[src/rtl/trig_pkg.sv]
// Shared encodings for the trigger sequencer.
//   edge_mode_e : per-bit qualifier applied to the probe history
//   logic_op_e  : per-stage reduction over the enabled bits
//   state_e     : sequencer FSM states
//   STAGE_IDX_W : width of the stage index and num_stages ports
package trig_pkg;

  localparam int unsigned STAGE_IDX_W = 4;

  typedef enum logic [2:0] {
    EM_OFF  = 3'd0,
    EM_LOW  = 3'd1,
    EM_HIGH = 3'd2,
    EM_RISE = 3'd3,
    EM_FALL = 3'd4,
    EM_ANY  = 3'd5
  } edge_mode_e;

  typedef enum logic [1:0] {
    LG_AND  = 2'd0,
    LG_OR   = 2'd1,
    LG_NAND = 2'd2,
    LG_NOR  = 2'd3
  } logic_op_e;

  typedef enum logic [1:0] {
    ST_IDLE = 2'd0,
    ST_SEQ  = 2'd1,
    ST_POST = 2'd2,
    ST_DONE = 2'd3
  } state_e;

endpackage

[src/rtl/trig_stage_eval.sv]
// Combinational match of one trigger stage against the current probe sample.
//   d_q      : current sample
//   d_p      : previous sample (edge reference)
//   mode     : 3-bit edge_mode_e per probe bit
//   logic_op : logic_op_e reduction over the enabled bits
//   match    : stage condition true for this sample
module trig_stage_eval
  import trig_pkg::*;
#(
  parameter int unsigned DET_NUM = 19
) (
  input  logic [DET_NUM-1:0]   d_q,
  input  logic [DET_NUM-1:0]   d_p,
  input  logic [DET_NUM*3-1:0] mode,
  input  logic [1:0]           logic_op,
  output logic                 match
);

  logic [DET_NUM-1:0] en;
  logic [DET_NUM-1:0] hit;
  logic               all_hit;
  logic               any_hit;

  always_comb begin
    en  = '0;
    hit = '0;
    for (int unsigned b = 0; b < DET_NUM; b++) begin
      // Encodings 6 and 7 are unused and behave like "off".
      case (edge_mode_e'(mode[b*3 +: 3]))
        EM_LOW:  begin en[b] = 1'b1; hit[b] = ~d_q[b];            end
        EM_HIGH: begin en[b] = 1'b1; hit[b] =  d_q[b];            end
        EM_RISE: begin en[b] = 1'b1; hit[b] =  d_q[b] & ~d_p[b];  end
        EM_FALL: begin en[b] = 1'b1; hit[b] = ~d_q[b] &  d_p[b];  end
        EM_ANY:  begin en[b] = 1'b1; hit[b] =  d_q[b] ^  d_p[b];  end
        default: ;
      endcase
    end
    // Disabled bits are neutral: AND over none is 1, OR over none is 0.
    all_hit = &(hit | ~en);
    any_hit = |(hit & en);
    match   = 1'b0;
    case (logic_op_e'(logic_op))
      LG_AND:  match =  all_hit;
      LG_OR:   match =  any_hit;
      LG_NAND: match = ~all_hit;
      LG_NOR:  match = ~any_hit;
      default: match =  1'b0;
    endcase
  end

endmodule

[src/rtl/trigger_seq_node.sv]
// Multi-stage trigger sequencer driving a circular capture RAM.
//   trig_clk/trig_rstn : clock, async active-low reset
//   arm, pause         : start/restart capture, freeze capture
//   trig_din           : probe sample (registered once as d_q; RAM data is d_q)
//   stage_edge_mode, stage_logic, stage_count, num_stages, post_len : configuration
//   wt_ce, wt_en, wt_addr : RAM enable, write strobe, write address
//   stage_idx, trig_hit   : current stage, pulse on the trigger sample write
//   stop_flag, stop_addr  : capture complete, address of trigger sample
//   overflow_flag         : write address wrapped before stop
module trigger_seq_node
  import trig_pkg::*;
#(
  parameter int unsigned DET_NUM   = 19,
  parameter int unsigned STAGE_NUM = 4,
  parameter int unsigned ADDR_W    = 10,
  parameter int unsigned CNT_W     = 16
) (
  input  logic                           trig_clk,
  input  logic                           trig_rstn,
  input  logic                           arm,
  input  logic                           pause,
  input  logic [DET_NUM-1:0]             trig_din,
  input  logic [STAGE_NUM*DET_NUM*3-1:0] stage_edge_mode,
  input  logic [STAGE_NUM*2-1:0]         stage_logic,
  input  logic [STAGE_NUM*CNT_W-1:0]     stage_count,
  input  logic [STAGE_IDX_W-1:0]         num_stages,
  input  logic [ADDR_W-1:0]              post_len,
  output logic                           wt_ce,
  output logic                           wt_en,
  output logic [ADDR_W-1:0]              wt_addr,
  output logic [STAGE_IDX_W-1:0]         stage_idx,
  output logic                           trig_hit,
  output logic                           stop_flag,
  output logic [ADDR_W-1:0]              stop_addr,
  output logic                           overflow_flag
);

  localparam logic [STAGE_IDX_W-1:0] LAST_MAX = STAGE_IDX_W'(STAGE_NUM - 1);
  localparam logic [CNT_W-1:0]       CNT_MAX  = '1;
  localparam logic [ADDR_W-1:0]      ADDR_MAX = '1;

  state_e                 state, state_nx;
  logic [DET_NUM-1:0]     d_q, d_p;
  logic [CNT_W-1:0]       occ_cnt, occ_cnt_nx;
  logic [ADDR_W-1:0]      wt_addr_nx, stop_addr_nx;
  logic [ADDR_W-1:0]      post_left, post_left_nx;
  logic [STAGE_IDX_W-1:0] stage_idx_nx, last_stage;
  logic                   overflow_nx;
  logic [DET_NUM*3-1:0]   mode_sel;
  logic [1:0]             logic_sel;
  logic [CNT_W-1:0]       count_sel;
  logic                   match;
  logic                   active;

  assign last_stage = (num_stages > LAST_MAX) ? LAST_MAX : num_stages;

  // Route the current stage's configuration to the single evaluator.
  always_comb begin
    mode_sel  = '0;
    logic_sel = '0;
    count_sel = '0;
    for (int unsigned s = 0; s < STAGE_NUM; s++) begin
      if (32'(stage_idx) == s) begin
        mode_sel  = stage_edge_mode[s*DET_NUM*3 +: DET_NUM*3];
        logic_sel = stage_logic[s*2 +: 2];
        count_sel = stage_count[s*CNT_W +: CNT_W];
      end
    end
  end

  trig_stage_eval #(
    .DET_NUM (DET_NUM)
  ) u_eval (
    .d_q      (d_q),
    .d_p      (d_p),
    .mode     (mode_sel),
    .logic_op (logic_sel),
    .match    (match)
  );

  // A write of d_q happens this cycle; arm suppresses it so the cleared
  // address and counters start cleanly on the following cycle.
  assign active    = (state == ST_SEQ || state == ST_POST) && !pause && !arm;
  assign wt_ce     = active;
  assign wt_en     = active;
  assign stop_flag = (state == ST_DONE);

  always_comb begin
    state_nx     = state;
    stage_idx_nx = stage_idx;
    occ_cnt_nx   = occ_cnt;
    wt_addr_nx   = wt_addr;
    post_left_nx = post_left;
    stop_addr_nx = stop_addr;
    overflow_nx  = overflow_flag;
    trig_hit     = 1'b0;
    if (arm) begin
      state_nx     = ST_SEQ;
      stage_idx_nx = '0;
      occ_cnt_nx   = '0;
      wt_addr_nx   = '0;
      post_left_nx = '0;
      stop_addr_nx = '0;
      overflow_nx  = 1'b0;
    end else if (active) begin
      wt_addr_nx = wt_addr + 1'b1;
      if (wt_addr == ADDR_MAX) overflow_nx = 1'b1;
      case (state)
        ST_SEQ: begin
          if (match) begin
            if (occ_cnt == count_sel) begin
              occ_cnt_nx = '0;
              if (stage_idx >= last_stage) begin
                trig_hit     = 1'b1;
                stop_addr_nx = wt_addr;
                // post_len cannot exceed DEPTH-1 by width, so the trigger
                // sample is never overwritten.
                post_left_nx = post_len;
                state_nx     = (post_len == '0) ? ST_DONE : ST_POST;
              end else begin
                stage_idx_nx = stage_idx + 1'b1;
              end
            end else if (occ_cnt != CNT_MAX) begin
              occ_cnt_nx = occ_cnt + 1'b1;
            end
          end
        end
        ST_POST: begin
          post_left_nx = post_left - 1'b1;
          if (post_left == ADDR_W'(1)) state_nx = ST_DONE;
        end
        default: ;
      endcase
    end
  end

  always_ff @(posedge trig_clk or negedge trig_rstn) begin
    if (!trig_rstn) begin
      state         <= ST_IDLE;
      d_q           <= '0;
      d_p           <= '0;
      stage_idx     <= '0;
      occ_cnt       <= '0;
      wt_addr       <= '0;
      post_left     <= '0;
      stop_addr     <= '0;
      overflow_flag <= 1'b0;
    end else begin
      state         <= state_nx;
      d_q           <= trig_din;
      d_p           <= d_q;
      stage_idx     <= stage_idx_nx;
      occ_cnt       <= occ_cnt_nx;
      wt_addr       <= wt_addr_nx;
      post_left     <= post_left_nx;
      stop_addr     <= stop_addr_nx;
      overflow_flag <= overflow_nx;
    end
  end

endmodule

[config.mk]
export PLATFORM = sky130hd
export DESIGN_NAME = trigger_seq_node
export DESIGN_NICKNAME = d
export VERILOG_FILES = /design/src/rtl/trig_pkg.sv /design/src/rtl/trig_stage_eval.sv /design/src/rtl/trigger_seq_node.sv
export SDC_FILE = /design/constraint.sdc
export NUM_CORES = 1
export LEC_CHECK = 0
export CORE_ASPECT_RATIO = 0.7
export CORE_UTILIZATION = 40
export CTS_BUF_LIST = sky130_fd_sc_hd__clkbuf_8
export DETAILED_ROUTE_END_ITERATION = 12
export GPL_TIMING_DRIVEN = 0
export PLACE_DENSITY_LB_ADDON = 0.08
export SLEW_MARGIN = 10
export SYNTH_ARGS = -nofsm -noshare
export SYNTH_HDL_FRONTEND = slang
export SYNTH_SLANG_ARGS = --single-unit
export TNS_END_PERCENT = 30
[constraint.sdc]
create_clock -name trig_clk -period 6.4 [get_ports trig_clk]
set_input_delay 1.92 -clock trig_clk [delete_from_list [all_inputs] [get_ports trig_clk]]
set_output_delay 1.92 -clock trig_clk [all_outputs]
set_load 0.01 [all_outputs]
==> flow_summary_export.csv <==
group,metric,value,unit
run_status,status,"complete, but fails checks",
run_status,violations,"negative setup slack",
critical_path,arrival,5030,ps
power,powerDensity,106,nW/um^2
synthesis,synth_top_area_cell,"dfrtp_1",
grt,grt_pass1_wl,65400,um
grt,track_usage,0.365,
clock_network,hold_buffers,0,
clock_network,cts-root-buf,"clkbuf_8",
cells_and_area,multiInputGateArea,7350,sq um
floorplanning,ioPinCount,366,
clock_network,cts_buffer_depth,2,
synthesis,synth_area,9320,sq um
place,placed_area,13400,sq um
synthesis,synth_adder_area_share,0.0712,
power,leakage,0.00632,uW
synthesis,ys_seq_area_frac,0.244,
grt,grt-busiest-layer,"met2",
drt,drt_iter0_drc,1335,
synthesis,synth_most_common_cell,"nand2_1",
critical_path,cpMaxStageDelayCell,"clkdlybuf4s50_1",
drt,wl_per_cell,23.5,um
synthesis,synth-simple-area-share,0.224,
grt,grt_max_degree,53,
critical_path,rrSetupSlack,1020,ps
floorplanning,coreArea,22700,sq um
critical_path,worstSetupStartpointType,"input port",
power,ir_drop,0.0950,mV
sta,relSlewSlack,0.408,
sta,fin_skew,24.3,ps
drt,via_per_inst,6.17,
sta,finalMaxSlewViolations,0,
floorplanning,die_w,184,um
synthesis,synth_area_leaders,"dfrtp_1 24%, ha_1 7.1%, a221oi_1 4.9%",
sta,worstMarginPinSlew,882,ps
clock_network,clk_latency,410,ps
critical_path,critPathTopFamily,"simple AND/OR/NAND/NOR gates",
power,clkPwrFrac,0.263,
synthesis,synth_compound_area_frac,0.336,
synthesis,ys_ff_latch,91,
sta,period_needed,6950,ps
critical_path,crit_type,"input port to output port",
synthesis,synthDistinctLibCells,89,
cells_and_area,stdcell_area,15100,sq um
power,internal_power,1070,uW
cells_and_area,seqCellArea,2280,sq um
critical_path,path_buf_inv,2,
critical_path,required,4480,ps
synthesis,syn-mean-instance-area,7.97,sq um
cells_and_area,syn_to_final_growth,62.0,%
clock_network,clock_sinks,91,
power,swShare,0.331,
synthesis,synthArstFlopShare,1.00,
synthesis,synth_common_cells,"110 x nand2_1, 91 x dfrtp_1, 85 x inv_1, 79 x nor2_1, 59 x o21ai_0",
critical_path,critPathCaptureType,"output port",
power,sequentialPowerShare,0.380,
drt,routed_wl,45300,um
cells_and_area,drive_gt1_frac,0.192,
synthesis,synth-warning-count,0,
grt,overflow,0,
floorplanning,start_util,0.410,
sta,finalHoldViolCount,0,
place,gp_congestion,0.965,
place,hpwlAfterDp,33900,um
critical_path,crit_top_cell,"a2111oi_4",
synthesis,synth_flop_cell,"dfrtp_1",
drt,drc,0,
grt,met1_usage,0.509,
synthesis,synth_edf_count,0,
power,combPwrFrac,0.357,
cells_and_area,nFillCells,1893,
floorplanning,die_y,130,um
grt,antenna_found_initial,2,
sta,max_freq,0.144,GHz
sta,setup_violations,1,
drt,drt-pass1-iter-count,8,
sta,holdWs,453,ps
floorplanning,num_rows,46,
worst_hold_path,hp-class,"flop to flop",
synthesis,synth_xor_area_frac,0.0188,
sta,fin_crit_sh,1.09,
power,switchingPower,529,uW
clock_network,cts_tree,"built",
grt,met2_usage,0.552,
drt,vias,11900,
synthesis,synth_top_family_by_area,"compound AO/OA/AOI/OAI gates",
clock_network,cts_buffers,9,
floorplanning,dieArea,23900,sq um
synthesis,synth_top_area_frac,0.244,
critical_path,cpPeakStageDelay,460,ps
grt,use_met3,0.0874,
clock_network,clk_pin_slew_worst_paths,110,ps
synthesis,synth.area.mux_share,0.0290,
drt,ant_nets,0,
synthesis,syn_inst,1169,
grt,grt_pass1_vias,11100,
flow_run,maxCapViolCount,0,
critical_path,path_max_fanout,3,
critical_path,path_cells,"clkdlybuf4s50_1 > o22ai_1 > o21ai_2 > a2111oi_4 > a2111oi_4 > nand4_1 > nor4_4 > a41oi_2 > or3_4 > and2_4 > nor4b_4 > buf_2",
cells_and_area,fin_nets,1995,
sta,setup_slack,-553,ps
place,port_buffers,365,
clock_network,cts-htree-levels,3,
sta,grt_setup_unrepaired,"true",
## power by group through the flow
stage,Sequential (uW),Clock (uW),Combinational [uW]
global placement,617,0,471
finish,607,420,570
global route,609,450,606
CTS,606,427,527
detailed placement,617,0,478
floorplan,613,0,185
## what timing repair did
| item | 4_1_cts | 5_1_grt |
|---|---|---|
| pin swaps | 77 | 67 |
| resized for setup | 201 | 129 |
| endpoints found under the hold margin | 0 | 0 |
| setup buffers | 46 | 17 |
| endpoints found under the setup margin | 1 | 1 |
## cell usage in the layout (no fill, tap or decap), types with 18 or more instances in the layout
master | netlist | final
nand3_1 | 39 | 38
dfrtp_1 | 91 | 90
buf_2 | 35 | 30
clkbuf_1 | 28 | 18
a221oi_1 | 52 | 30
dlymetal6s2s_1 | 0 | 27
dlygate4sd2_1 | 0 | 48
o21ai_0 | 59 | 47
nor3_1 | 31 | 25
nand2_1 | 110 | 107
buf_4 | 7 | 69
clkdlybuf4s50_1 | 0 | 277
inv_1 | 85 | 85
nor2_1 | 79 | 75
a21oi_1 | 49 | 45
ha_1 | 53 | 52
## path summary, 6_finish.rpt
path	startpoint	endpoint	depth (start not counted)
max	stage_edge_mode[185]	trig_hit	12
min	d_q[5]	d_p[5]	0
max reg2reg	stage_idx[0]	stop_addr[9]	18
min reg2reg	d_q[5]	d_p[5]	0
max in group asynchronous	trig_rstn	d_p[6]	2
min in group asynchronous	trig_rstn	stop_addr[7]	1
## kinds of logic after synthesis
logic type	Yosys count
other	1
AOI/OAI and AO/OA	409
muxes	26
and+or+nand+nor	405
buffers and inverters	164
adders and majority gates	53
xor gates and xnor gates	20
DFF	91
## state kept, by name (all words and copies together), names as in the netlist
name,cells
overflow_flag,1
stage_idx,4
d_p,19
d_q,19
stop_addr,10
occ_cnt,16
post_left,10
state,2
wt_addr,10
## layer usage
metal  share of wire  wire, um
met2            0.43     19600
met4           0.027      1240
met5               0         0
met3            0.11      4880
met1            0.43     19600
## stage by stage
step | std cells | TNS, ps | power, uW | utilization | setup slack, ps
3_3_place_gp | 1847 | -39170 | 1090 | 0.589 | -1630
5_1_grt | 1922 | -670 | 1670 | 0.664 | -670
3_5_place_dp | 1848 | -1590 | 1090 | 0.590 | -1590
4_1_cts | 1907 | -680 | 1560 | 0.635 | -680
6_report | 1923 | -553 | 1600 | 0.664 | -553
2_1_floorplan | 1170 | -104 | 798 | - | -104
## cell type report
cell class,count,share of cell area
antenna,1,0.000166
inverter,86,0.0215
buffer,73,0.0264
clock buffer,9,0.00821
timing repair buffer,429,0.275
tap,312,0.0259
clock inverter,7,0.00448
sequential,91,0.151
multi-input combinational,915,0.487
(Power assumes the default switching activity.)
